$ cat config.mk
export PLATFORM = sky130hd
export DESIGN_NAME = buf_chain_lfsr
export DESIGN_NICKNAME = d
export VERILOG_FILES = /design/src/rtl/buf_chain_checker_pkg.sv /design/src/rtl/buf_chain_lfsr.sv
export SDC_FILE = /design/constraint.sdc
export NUM_CORES = 1
export LEC_CHECK = 0
export BUFFER_PORTS_ARGS = -buffer_cell sky130_fd_sc_hd__buf_4
export CORE_AREA = 2 2 39 41
export DETAILED_ROUTE_END_ITERATION = 16
export DIE_AREA = 0 0 41 43
export GPL_TIMING_DRIVEN = 0
export PLACE_DENSITY = 0.71
export SLEW_MARGIN = 20
export SYNTH_ARGS = -nofsm -noshare
export SYNTH_HDL_FRONTEND = slang
export SYNTH_SLANG_ARGS = --single-unit
$ cat constraint.sdc
create_clock -name ck -period 2.45 [get_ports ck]
set_input_delay 0.3675 -clock ck [delete_from_list [all_inputs] [get_ports ck]]
set_output_delay 0.3675 -clock ck [all_outputs]
set_load 0.03 [all_outputs]
$ cat src/rtl/buf_chain_checker_pkg.sv
// buf_chain_checker_pkg: shared types and constants for the buffer-chain BIST.
package buf_chain_checker_pkg;

    localparam int LFSR_W = 16;
    // x^16+x^14+x^13+x^11+1 with the register shifting toward bit 0:
    // feedback is the XOR of bits 0, 2, 3 and 5.
    localparam logic [LFSR_W-1:0] LFSR_TAPS    = 16'h002D;
    localparam logic [LFSR_W-1:0] DEFAULT_SEED = 16'hACE1;

    // Phase counter covers LEN (up to 65535) and LAT (up to 64).
    localparam int CNT_W = 16;
    // Width of the first-mismatch index.
    localparam int IDX_W = 16;

    typedef enum logic [2:0] {
        ST_IDLE,
        ST_FLUSH,
        ST_RUN,
        ST_DRAIN,
        ST_DONE
    } state_e;

    function automatic logic lfsr_fb(input logic [LFSR_W-1:0] s);
        return ^(s & LFSR_TAPS);
    endfunction

endpackage

$ cat src/rtl/buf_chain_lfsr.sv
// buf_chain_lfsr: seedable 16-bit Fibonacci LFSR; load wins over advance.
module buf_chain_lfsr
    import buf_chain_checker_pkg::*;
#(
    parameter logic [LFSR_W-1:0] SEED = DEFAULT_SEED
) (
    input  logic ck,
    input  logic rst,
    input  logic load_i,
    input  logic advance_i,
    output logic bit_o
);

    logic [LFSR_W-1:0] lfsr_q, lfsr_d;

    // Next value: reload the seed, shift toward bit 0, or hold.
    always_comb begin
        lfsr_d = lfsr_q;
        if (load_i) begin
            lfsr_d = SEED;
        end else if (advance_i) begin
            lfsr_d = {lfsr_fb(lfsr_q), lfsr_q[LFSR_W-1:1]};
        end
    end

    // LFSR state register.
    always_ff @(posedge ck) begin
        if (rst) begin
            lfsr_q <= SEED;
        end else begin
            lfsr_q <= lfsr_d;
        end
    end

    assign bit_o = lfsr_q[0];

endmodule

# Word level (Yosys, flattened, before mapping)

Cells that the tools add are included.

Reduce and logical (&&, ||, !) cells: 2

Operator list:

| cell              | count |
|---|---|
| $reduce_xor 16->1 | 1 |
| $reduce_or 2->1   | 1 |

Flip-flop bits (word level): 16
Bits of input ports: 4
Output and inout bits: 1

# Logic depth before layout (Yosys ltp)

Gate-level depths: netlist of the first run.

Word-level depth: 1
Depth in mapped cells: 4

# Least setup slack after synthesis of the first run

No wires, ideal clock.

Kind: reg2reg
Start point: reg lfsr_q[0]
End point: reg lfsr_q[15]
Setup slack: 1.409 ns
Arrival: 0.905 ns
Stages on the path, launching flop included: 4
Cell sequence: dfxtp_1 -> xnor2_2 -> xnor2_1 -> a31oi_1

Longest elaborated chain between the ends: 1

RTL lines:

| element                | RTL line                    | RTL |
|---|---|---|
| from (decl)            | buf_chain_lfsr.sv:14        | `logic [LFSR_W-1:0] lfsr_q, lfsr_d;` |
| from (signal assigned) | buf_chain_lfsr.sv:31        | `lfsr_q <= lfsr_d;` |
| $reduce_xor 16->1      | buf_chain_checker_pkg.sv:24 | `return ^(s & LFSR_TAPS);` |

Every way passes these cells.
A chain may end at the register's enable or synchronous reset.

# Worst setup path after layout of the first run

Start point: reg lfsr_q[0]
End point: out bit_o

RTL lines:

| element   | RTL line             | RTL |
|---|---|---|
| to (decl) | buf_chain_lfsr.sv:11 | `output logic bit_o` |

No word-level cell between the ends.

==> parameters.txt, run 1 <==
Parameter                              Value

Outcome
  Run status ... complete, no violations

Global routing
  Vias in the first global route ... 344
  Leftover overflow at the end of global routing ... 0
  Global-route met3 utilization ... 1.571%
  Global-route usage over all layers ... 11.87%
  Global-route wire length before repair ... 1380 um
  Largest net degree at the start of global routing ... 11
  Layer with the highest usage ... met2
  Initial antenna violation count ... 0
  Met2 track demand over resource in global routing ... 16.88%
  Fraction of met1 tracks used by global routing ... 14.95%

Layout
  Largest register by flop count ... lfsr_q
  Commonest non-fill, non-tap cells in the layout ... 16 x dfxtp_1, 15 x mux2i_1, 9 x nor2_1
  Fraction of layout cells with a size suffix above 1 ... 19.35%
  Max reg flops ... 16
  Final Net Count ... 68
  Syn-to-layout area delta ... 10.32%
  Largest registers ... lfsr_q x16
  Non-filler instance count after layout ... 78
  Number of inserted diodes ... 0
  Fraction of the core area covered by cells at the end of the flow ... 50.27%
  Leading cell type in the layout, fill and taps excluded ... dfxtp_1

Timing
  Final period demand of the worst path ... 1.238 ns
  Final worst-path setup slack ... 1.212 ns
  Maximum achievable frequency ... 0.8078 GHz
  Pins over their slew limit ... 0
  Unrepaired setup endpoints after global routing ... no
  Crit share post-route ... 50.53%
  Endpoints failing hold ... 0
  Worst Max-Slew Pin Slew ... 0.5154 ns
  Headroom to the max-slew limit ... 65.52%
  Worst clock skew ... 0.005735 ns
  Final setup violation count ... 0
  Accumulated negative setup slack ... 0 ns

Min path
  Path type of the worst min-delay path ... input port to flip-flop
  Worst hold path stage count ... 3
  Launch instance of the worst min-delay path ... rst
  Destination of the worst hold path ... lfsr_q[0]

Pwr
  Overall power after layout ... 0.4460 mW
  Leak Pwr ... 0.3089 nW
  Worst ir drop on vdd ... 0.3222 mV
  Pwr/cell area ... 641.1 nW/um^2

Place
  Count of buffers inserted at the top-level ports ... 3
  Post-placement worst setup slack ... 1.247 ns
  Instance count after placement with tap cells included ... 75
  GP Congestion ... 0.6529

Drt
  Number of remaining DRC errors ... 0
  DR vias ... 370
  Routed wirelength normalized by instance count ... 11.08 um
  Number of DRC markers after the initial detailed-route iteration ... 3
  DRT antenna net count ... 0
  Vias per Instance ... 4.744
  Detailed-routing iteration count for the pre-antenna-repair pass ... 4
  Routed wire length ... 864 um

Clocking
  Number of H-tree levels ... 1
  Number of sinks driven by the clock tree ... 16
  Longest Clk Path Bufs ... 2
  CTS Hold Buffers Added ... 0
  # Post-CTS Setup Buffers ... 0
  Clock Tree Root ... clkbuf_4
  Clock tree from TritonCTS ... built
  Clock buffers created by TritonCTS ... 3
  Clock-pin slew on the worst setup and hold paths ... 0.09 ns
  Cells resized by post-CTS repair ... 0
  Clk_lat worst skew ... 0.28 ns

Critical path
  Category of the worst setup path capture point ... output pin
  Data arrival time at the worst-slack endpoint ... 0.87 ns
  Start-to-end type of the worst setup path ... flip-flop to output pin
  Cell type group with the largest total delay on the critical path ... flip-flops
  Worst reg2reg path depth ... 3
  CP max stage cell ... dfxtp_1
  Crit-path cells ... buf_4
  Max incr delay on CP ... 0.41 ns
  Crit Reg-Reg Startpoint ... lfsr_q[3]
  Req. time, crit path ... 2.08 ns
  Type of element launching the critical path ... flip-flop
  Largest fanout on the critical path ... 3
  Register-to-register setup slack ... 1.54 ns
  WP buf/inv ... 1
  Endpoint of the worst-slack reg-to-reg timing path ... lfsr_q[15]

Die
  Die width ... 41 um
  Core area ... 1384 sq um
  Row count ... 14
  Starting density of the core ... 45.57%
  Die ar. ... 1763 sq um
  # IOs ... 5
  Y dimension of the die ... 43 um

Yosys
  Most area-consuming cells after synthesis ... dfxtp_1 51%, mux2i_1 24%, nor2_1 5.4%, xnor2_2 5.2%, nand2_1 4.2%
  Cell Area, Synth ... 630.6 sq um
  Cell type with the highest aggregate area in the netlist ... dfxtp_1
  Top cell type's share of synthesized area ... 50.79%
  Cells after synthesis ... 56
  Syn Nets ... 60
  Seq cells post-synth ... 16
  Synth Area per Inst ... 11.26 sq um
  Seq/Total Area, Yosys ... 50.79%
  Number of warnings issued by yosys ... 0
  Synth unique cells ... 12

Flow run
  Max-Cap Viols ... 0
==> kinds of logic after synthesis <==
family / after synthesis / synth area share (%)
buffers and inverters: 3 / 5.753
AO/OA/AOI/OAI: 1 / 0.9927
AND/OR/NAND/NOR: 18 / 12.10
XOR/XNOR: 3 / 6.548
flip-flops: 16 / 50.79
multiplexers: 15 / 23.81
==> report_power, final <==
part,leakage (nW),total [mW],internal [mW],switching [mW]
Sequential,0.131,0.273,0.268,0.00504
Combinational,0.164,0.0413,0.0220,0.0193
Clock,0.0138,0.131,0.0569,0.0744
==> area by class of cell <==
class	instances	area, sq um
plain buffers	3	36.28
clock buffers	3	22.52
fillers	131	688.2
multi-input cells	37	274.0
flip-flops and latches	16	320.3
well taps	16	20.02
repair buffers	3	22.52
==> metrics by stage <==
stage               area [sq um]  hold WS, ns
floorplan                  630.6       0.4413
global route               695.7       0.4120
global placement           673.1       0.4544
detailed placement         673.1       0.4611
finish                     695.7       0.3860
CTS                        695.7       0.3868
==> Yosys cell counts <==
cell type and n:
nor2_1 9, or2_0 1, nand2_1 7, nor3_2 1, buf_12 1, xnor2_2 2, buf_6 1, a31oi_1 1
buf_2 1, xnor2_1 1, mux2i_1 15, dfxtp_1 16
==> layer usage <==
metal	wire, um	share of wire (%)	vias to the layer above
met4	0	0	0
met5	0	0	-
met1	449	52	168
met2	391	45	6
met3	23	2.7	0
li1	-	-	196
==> worst max-delay path by stage <==
stage | startpoint | to | slack [ns] | depth (start not counted)
2_1_floorplan | lfsr_q[0] | lfsr_q[15] | 1.41 | 3
3_3_place_gp | load_i | lfsr_q[15] | 1.24 | 3
3_5_place_dp | load_i | lfsr_q[15] | 1.25 | 3
4_1_cts | lfsr_q[0] | bit_o | 1.19 | 1
5_1_grt | lfsr_q[0] | bit_o | 1.17 | 1
6_report | lfsr_q[0] | bit_o | 1.21 | 1
Power figures use the tool's default switching activity.
==> inputs of run 2 (changes only) <==
--- a/config.mk
+++ b/config.mk
@@ -6,11 +6,11 @@
 export NUM_CORES = 1
 export LEC_CHECK = 0
 export BUFFER_PORTS_ARGS = -buffer_cell sky130_fd_sc_hd__buf_4
-export CORE_AREA = 2 2 39 41
+export CORE_MARGIN = 2
+export CORE_UTILIZATION = 48
 export DETAILED_ROUTE_END_ITERATION = 16
-export DIE_AREA = 0 0 41 43
 export GPL_TIMING_DRIVEN = 0
-export PLACE_DENSITY = 0.71
+export PLACE_DENSITY = 0.75
 export SLEW_MARGIN = 20
 export SYNTH_ARGS = -nofsm -noshare
 export SYNTH_HDL_FRONTEND = slang
==> constraint.sdc (replaced) <==
create_clock -name ck -period 1.1 [get_ports ck]
set_input_delay 0.165 -clock ck [delete_from_list [all_inputs] [get_ports ck]]
set_output_delay 0.165 -clock ck [all_outputs]
set_load 0.03 [all_outputs]
==> run 2 against run 1 <==
Die area down 8.1%. Flip-flop and latch count stayed put. Clock power grew to 2.9 times the previous value. Sequential power up 120%. First-iteration DRC count is the same. Final cell count is the same. Final area increased by 1.8%. Non-clock buffer count unchanged. Sequential share of layout area shrank 0.81 points. Worst hold slack lost 0.21 ns. Wire length is 10% higher. Setup slack worse by 1.2 ns. Critical path type unchanged.
==> parameters.txt, run 2 (same netlist as run 1, synthesis figures left out) <==
Parameter                              Value

Outcome
  Run status ... complete, no violations

Pwr
  Relative contribution of combinational cells to total power ... 8.7% (-0.6 points)
  Switching share of total power ... 21.94% (-0.20 points)
  Internal power ... 0.8482 mW (+140%)
  Flop pwr share ... 56.1% (-5.2 points)
  Worst ir drop on vdd ... 0.7904 mV (+150%)
  Switch Pwr ... 0.2385 mW (+140%)
  Clk pwr share ... 35.2% (+5.8 points)
  Leak Pwr ... 0.3161 nW (+2.3%)
  Pwr/cell area ... 1534 nW/um^2 (+140%)

Min path
  Destination of the worst hold path ... lfsr_q[13]
  Launch instance of the worst min-delay path ... rst
  Path type of the worst min-delay path ... input port to flip-flop
  Worst hold path stage count ... 3 (unchanged)

Drt
  Amount of wire on met2 after detailed routing ... 427 um (+9.2%)
  Detailed-routed wire length on met3 ... 28 um (+22%)
  DRT antenna net count ... 0 (unchanged)
  Routed wire length ... 950 um (+10%)
  Routed wirelength normalized by instance count ... 12.18 um (+10%)
  DR vias ... 391 (+5.7%)
  Detailed-routing iteration count for the pre-antenna-repair pass ... 3 (-1)
  Met1 Wirelength ... 475 um (+5.8%)
  Vias per Instance ... 5.013 (+5.7%)
  Uppermost signal routing layer after detailed routing ... met4
  Number of DRC markers after the initial detailed-route iteration ... 3 (unchanged)
  Number of remaining DRC errors ... 0 (unchanged)

Global routing
  Largest net degree at the start of global routing ... 11 (unchanged)
  Leftover overflow at the end of global routing ... 0 (unchanged)
  Vias in the first global route ... 333 (-3.2%)
  Global-route usage over all layers ... 14.80% (+2.9 points)
  Global-route wire length before repair ... 1476 um (+7.0%)
  Initial antenna violation count ... 0 (unchanged)

Critical path
  Crit Reg-Reg Startpoint ... lfsr_q[0]
  Crit-path cells ... buf_4
  Number of stages on the worst setup path ... 1 (unchanged)
  Start-to-end type of the worst setup path ... flip-flop to output pin
  Beginning of the critical path ... lfsr_q[0]
  Type of element launching the critical path ... flip-flop
  Data arrival time at the worst-slack endpoint ... 0.89 ns (+0.02 ns)
  CP max stage cell ... dfxtp_1
  Category of the worst setup path capture point ... output pin
  Largest fanout on the critical path ... 3 (unchanged)
  Worst reg2reg path depth ... 3 (unchanged)
  Cell type group with the largest total delay on the critical path ... flip-flops
  Max incr delay on CP ... 0.41 ns (about the same)
  Register-to-register setup slack ... 0.19 ns (-1.35 ns)
  Req. time, crit path ... 0.94 ns (-1.14 ns)
  Endpoint of the worst-slack reg-to-reg timing path ... lfsr_q[15]
  WP buf/inv ... 1 (unchanged)

Timing
  Pins over their slew limit ... 0 (unchanged)
  Crit share post-route ... 95.96%
  Final period demand of the worst path ... 1.056 ns
  Unrepaired setup endpoints after global routing ... no
  Maximum achievable frequency ... 0.9474 GHz
  Headroom to the max-slew limit ... 64.90% (-0.62 points)
  Final setup violation count ... 0 (unchanged)
  Final worst-path setup slack ... 0.04448 ns (-1.168 ns)
  Worst clock skew ... 0.008447 ns (+0.002713 ns)
  Worst Max-Slew Pin Slew ... 0.5246 ns (+0.009274 ns)
  Endpoints failing hold ... 0 (unchanged)
  Accumulated negative setup slack ... 0 ns (unchanged)

Clocking
  CTS Hold Buffers Added ... 0 (unchanged)
  Clock buffers created by TritonCTS ... 3 (unchanged)
  Clock Tree Root ... clkbuf_4
  Clock tree from TritonCTS ... built
  Clock-pin slew on the worst setup and hold paths ... 0.10 ns (about the same)
  Number of sinks driven by the clock tree ... 16 (unchanged)
  Cells resized by post-CTS repair ... 0 (unchanged)
  Longest Clk Path Bufs ... 2 (unchanged)
  Number of H-tree levels ... 1 (unchanged)
  # Post-CTS Setup Buffers ... 0 (unchanged)
  Clk_lat worst skew ... 0.29 ns (about the same)

Place
  Count of buffers inserted at the top-level ports ... 3 (unchanged)
  Post-placement worst setup slack ... 0.1226 ns (-1.124 ns)
  Placed cell areas ... 671.9 sq um (-0.19%)
  GP Congestion ... 0.6230 (-4.6%)

Die
  Core area ... 1269 sq um (-8.3%)
  Starting density of the core ... 49.70% (+4.1 points)
  Y dimension of the die ... 40.25 um (-6.4%)
  Die ar. ... 1620 sq um (-8.1%)
  # IOs ... 5 (unchanged)
  Die width ... 40.25 um (-1.8%)
  Row count ... 13 (-1)

Layout
  Leading cell type in the layout, fill and taps excluded ... dfxtp_1
  Number of fill cells ... 123 (-6.1%)
  Syn-to-layout area delta ... 12.30%
  Largest registers ... lfsr_q x16
  Summed area of non-filler cells in the final layout ... 708.2 sq um (+1.8%)
  Fraction of layout cells with a size suffix above 1 ... 20.63% (+1.3 points)
  Number of inserted diodes ... 0 (unchanged)
  Commonest non-fill, non-tap cells in the layout ... 16 x dfxtp_1, 15 x mux2i_1, 9 x nor2_1
  Largest register by flop count ... lfsr_q
  Final Net Count ... 68 (unchanged)
  Area used by multi-input combinational logic ... 274.0 sq um (unchanged)
  Max reg flops ... 16 (unchanged)
  Reg area ... 320.3 sq um (unchanged)

Flow run
  Max-Cap Viols ... 0 (unchanged)
run 2: metal layers:
layer	global-route usage [%]	vias up
met5	0	-
li1	-	203
met3	5.000	2
met2	20.56	6
met4	12.50	0
met1	18.09	180
run 2: power groups by stage:
stage / registers (mW) / clock network, mW / logic [mW]
2_1_floorplan: 0.623 / 0 / 0.0718
3_3_place_gp: 0.622 / 0 / 0.0920
3_5_place_dp: 0.623 / 0 / 0.0946
4_1_cts: 0.609 / 0.398 / 0.0949
5_1_grt: 0.612 / 0.413 / 0.102
6_report: 0.610 / 0.383 / 0.0942
run 2: how the worst max path moves through the flow:
| stage | endpoint | slack (ns) |
|---|---|---|
| 6_report | bit_o | 0.04 |
| 5_1_grt | bit_o | 0.009 |
| 4_1_cts | bit_o | 0.04 |
| 3_5_place_dp | lfsr_q[15] | 0.12 |
| 3_3_place_gp | lfsr_q[15] | 0.11 |
| 2_1_floorplan | lfsr_q[15] | 0.06 |
run 2: per-stage QoR:
step,instances,util [%],hold slack (ns),total power [mW]
global route,78,55.82,0.1776,1.127
global placement,74,52.96,0.4511,0.7138
finish,78,55.82,0.1764,1.087
floorplan,56,-,0.3305,0.6952
CTS,78,55.82,0.1625,1.102
detailed placement,74,52.96,0.4635,0.7174
run 2: area by class of cell:
class                      count  share of cell area (%)
buffer                         3                   5.124
sequential                    16                   45.23
tap                           15                   2.650
multi-input combinational     37                   38.69
clock buffer                   4                   5.124
timing repair buffer           3                   3.180
==> inputs of run 3 (changes only) <==
--- a/config.mk
+++ b/config.mk
@@ -6,11 +6,14 @@
 export NUM_CORES = 1
 export LEC_CHECK = 0
 export BUFFER_PORTS_ARGS = -buffer_cell sky130_fd_sc_hd__buf_4
+export CELL_PAD_IN_SITES_DETAIL_PLACEMENT = 0
+export CELL_PAD_IN_SITES_GLOBAL_PLACEMENT = 2
+export CORE_ASPECT_RATIO = 0.7
 export CORE_MARGIN = 2
-export CORE_UTILIZATION = 48
+export CORE_UTILIZATION = 32
 export DETAILED_ROUTE_END_ITERATION = 16
 export GPL_TIMING_DRIVEN = 0
-export PLACE_DENSITY = 0.75
+export PLACE_DENSITY = 0.74
 export SLEW_MARGIN = 20
 export SYNTH_ARGS = -nofsm -noshare
 export SYNTH_HDL_FRONTEND = slang
==> run 3 against run 2 <==
Final cell count up 9.0%. Critical path depth unchanged. Clock-buffer cell count unchanged. Worst hold slack better by 0.011 ns. Non-clock buffer count unchanged. Highest routed layer unchanged. Flip-flop and latch count unchanged. Global-route usage down 4.0 points. Clock power about the same. Critical endpoint unchanged. Die area up 45%. Sequential share of layout area down 0.46 points.
==> parameters.txt, run 3 (same netlist as run 1, synthesis figures left out) <==
Parameter                              Value

Layout
  Number of fill cells ... 201 (+63%)
  Max reg flops ... 16 (unchanged)
  Non-filler instance count after layout ... 85 (+9.0%)
  Largest registers ... lfsr_q x16
  Syn-to-layout area delta ... 13.89%
  Largest register by flop count ... lfsr_q
  Fraction of layout cells with a size suffix above 1 ... 22.22% (+1.6 points)
  Final Net Count ... 68 (unchanged)
  Number of inserted diodes ... 0 (unchanged)
  Commonest non-fill, non-tap cells in the layout ... 15 x mux2i_1, 15 x dfxtp_1, 9 x nor2_1

Drt
  Routed wire length ... 969 um (+2.0%)
  Uppermost signal routing layer after detailed routing ... met4
  DR vias ... 380 (-2.8%)
  Detailed-routing iteration count for the pre-antenna-repair pass ... 4 (+1)
  Number of DRC markers after the initial detailed-route iteration ... 3 (unchanged)
  Routed wirelength normalized by instance count ... 11.40 um (-6.4%)
  Vias per Instance ... 4.471 (-11%)
  Detailed-routed wire length on met3 ... 50 um (+79%)
  Met1 Wirelength ... 541 um (+14%)
  Number of remaining DRC errors ... 0 (unchanged)
  DRT antenna net count ... 0 (unchanged)
  Amount of wire on met2 after detailed routing ... 369 um (-14%)

Critical path
  Data arrival time at the worst-slack endpoint ... 0.81 ns (-0.08 ns)
  CP max stage cell ... dfxtp_2
  Largest fanout on the critical path ... 3 (unchanged)
  Max incr delay on CP ... 0.37 ns (-0.04 ns)
  Start-to-end type of the worst setup path ... flip-flop to output pin
  WP buf/inv ... 1 (unchanged)
  Req. time, crit path ... 0.94 ns (about the same)
  Type of element launching the critical path ... flip-flop
  Category of the worst setup path capture point ... output pin
  Cell type group with the largest total delay on the critical path ... flip-flops
  Crit-path cells ... buf_4

Clocking
  Clock buffers created by TritonCTS ... 3 (unchanged)
  CTS Hold Buffers Added ... 0 (unchanged)
  Clock Tree Root ... clkbuf_4
  Clock tree from TritonCTS ... built
  Number of H-tree levels ... 1 (unchanged)
  Longest Clk Path Bufs ... 2 (unchanged)
  Clk_lat worst skew ... 0.29 ns (about the same)
  # Post-CTS Setup Buffers ... 0 (unchanged)
  Clock-pin slew on the worst setup and hold paths ... 0.10 ns (about the same)
  Number of sinks driven by the clock tree ... 16 (unchanged)

Timing
  Crit share post-route ... 88.83% (-7.1 points)
  Pins over their slew limit ... 0 (unchanged)
  Unrepaired setup endpoints after global routing ... no
  Accumulated negative setup slack ... 0 ns (unchanged)
  Endpoints failing hold ... 0 (unchanged)
  Headroom to the max-slew limit ... 62.38% (-2.5 points)
  Final worst-path setup slack ... 0.1229 ns (+0.07841 ns)
  Worst clock skew ... 0.01007 ns (+0.001627 ns)
  Final setup violation count ... 0 (unchanged)
  Final period demand of the worst path ... 0.9771 ns (-0.07841 ns)
  Maximum achievable frequency ... 1.023 GHz (+8.0%)
  Worst Max-Slew Pin Slew ... 0.5622 ns (+0.03755 ns)

Min path
  Path type of the worst min-delay path ... input port to flip-flop

Outcome
  Run status ... complete, no violations

Die
  # IOs ... 5 (unchanged)
  Die ar. ... 2347 sq um (+45%)
  Y dimension of the die ... 41.14 um (+2.2%)
  Starting density of the core ... 34.01% (-16 points)
  Row count ... 13 (unchanged)
  Die width ... 57.06 um (+42%)
  Core area ... 1854 sq um (+46%)

Global routing
  Initial antenna violation count ... 0 (unchanged)
  Vias in the first global route ... 363 (+9.0%)
  Largest net degree at the start of global routing ... 11 (unchanged)
  Global-route usage over all layers ... 10.77% (-4.0 points)
  Leftover overflow at the end of global routing ... 0 (unchanged)
  Global-route wire length before repair ... 1676 um (+14%)

Pwr
  Overall power after layout ... 1.087 mW (about the same)
  Pwr/cell area ... 1513 nW/um^2 (-1.4%)
  Worst ir drop on vdd ... 0.6889 mV (-13%)
  Leak Pwr ... 0.3157 nW (-0.11%)

Place
  Instance count after placement with tap cells included ... 81 (+9.5%)
  Count of buffers inserted at the top-level ports ... 3 (unchanged)
  Detailed placement HPWL ... 682.3 um
  GP Congestion ... 0.6356 (+2.0%)
  Post-placement worst setup slack ... 0.02223 ns (-0.1004 ns)

Flow run
  Max-Cap Viols ... 0 (unchanged)
## run 3: report_power, final
| group | total, mW | leakage (nW) | switching (mW) | internal [mW] |
|---|---|---|---|---|
| clock network | 0.383 | 0.0210 | 0.181 | 0.201 |
| logic | 0.0942 | 0.164 | 0.0451 | 0.0492 |
| registers | 0.610 | 0.130 | 0.0117 | 0.598 |
| total | 1.09 | 0.316 | 0.238 | 0.849 |
## run 3: final timing paths
check                           depth (start not counted)    endpoint      start  slack (ns)
worst max-delay path                                    1       bit_o  lfsr_q[0]        0.12
worst min-delay path                                    3  lfsr_q[13]        rst        0.19
worst max register to register                          3  lfsr_q[15]  lfsr_q[3]        0.19
worst min register to register                          2   lfsr_q[5]  lfsr_q[6]        0.48
## run 3: cell type report
| type | instances | area, sq um | share of cell area (%) |
|---|---|---|---|
| repair buffers | 3 | 22.52 | 3.136 |
| well taps | 22 | 27.53 | 3.833 |
| clock buffers | 4 | 36.28 | 5.052 |
| plain buffers | 3 | 36.28 | 5.052 |
| multi-input cells | 37 | 274.0 | 38.15 |
| flip-flops and latches | 16 | 321.6 | 44.77 |
## run 3: timing repair
action / in CTS / in global routing
hold endpoints to repair: 0 / 0
gates resized for setup: 0 / 1
endpoints found under the setup margin: 0 / 1
## run 3: per-stage QoR
step | hold slack, ns | util (%) | area [sq um]
2_1_floorplan | 0.3305 | - | 630.6
3_3_place_gp | 0.4600 | 36.71 | 680.7
3_5_place_dp | 0.4620 | 36.71 | 680.7
4_1_cts | 0.1929 | 38.66 | 716.9
5_1_grt | 0.1880 | 38.73 | 718.2
6_report | 0.1871 | 38.73 | 718.2
## run 3: per-layer routing
metal  track usage, %  vias to the layer above
li1                 -                      201
met1            12.41                      171
met2            16.95                        6
met3            6.625                        2
met4            3.488                        0
met5                0                        -
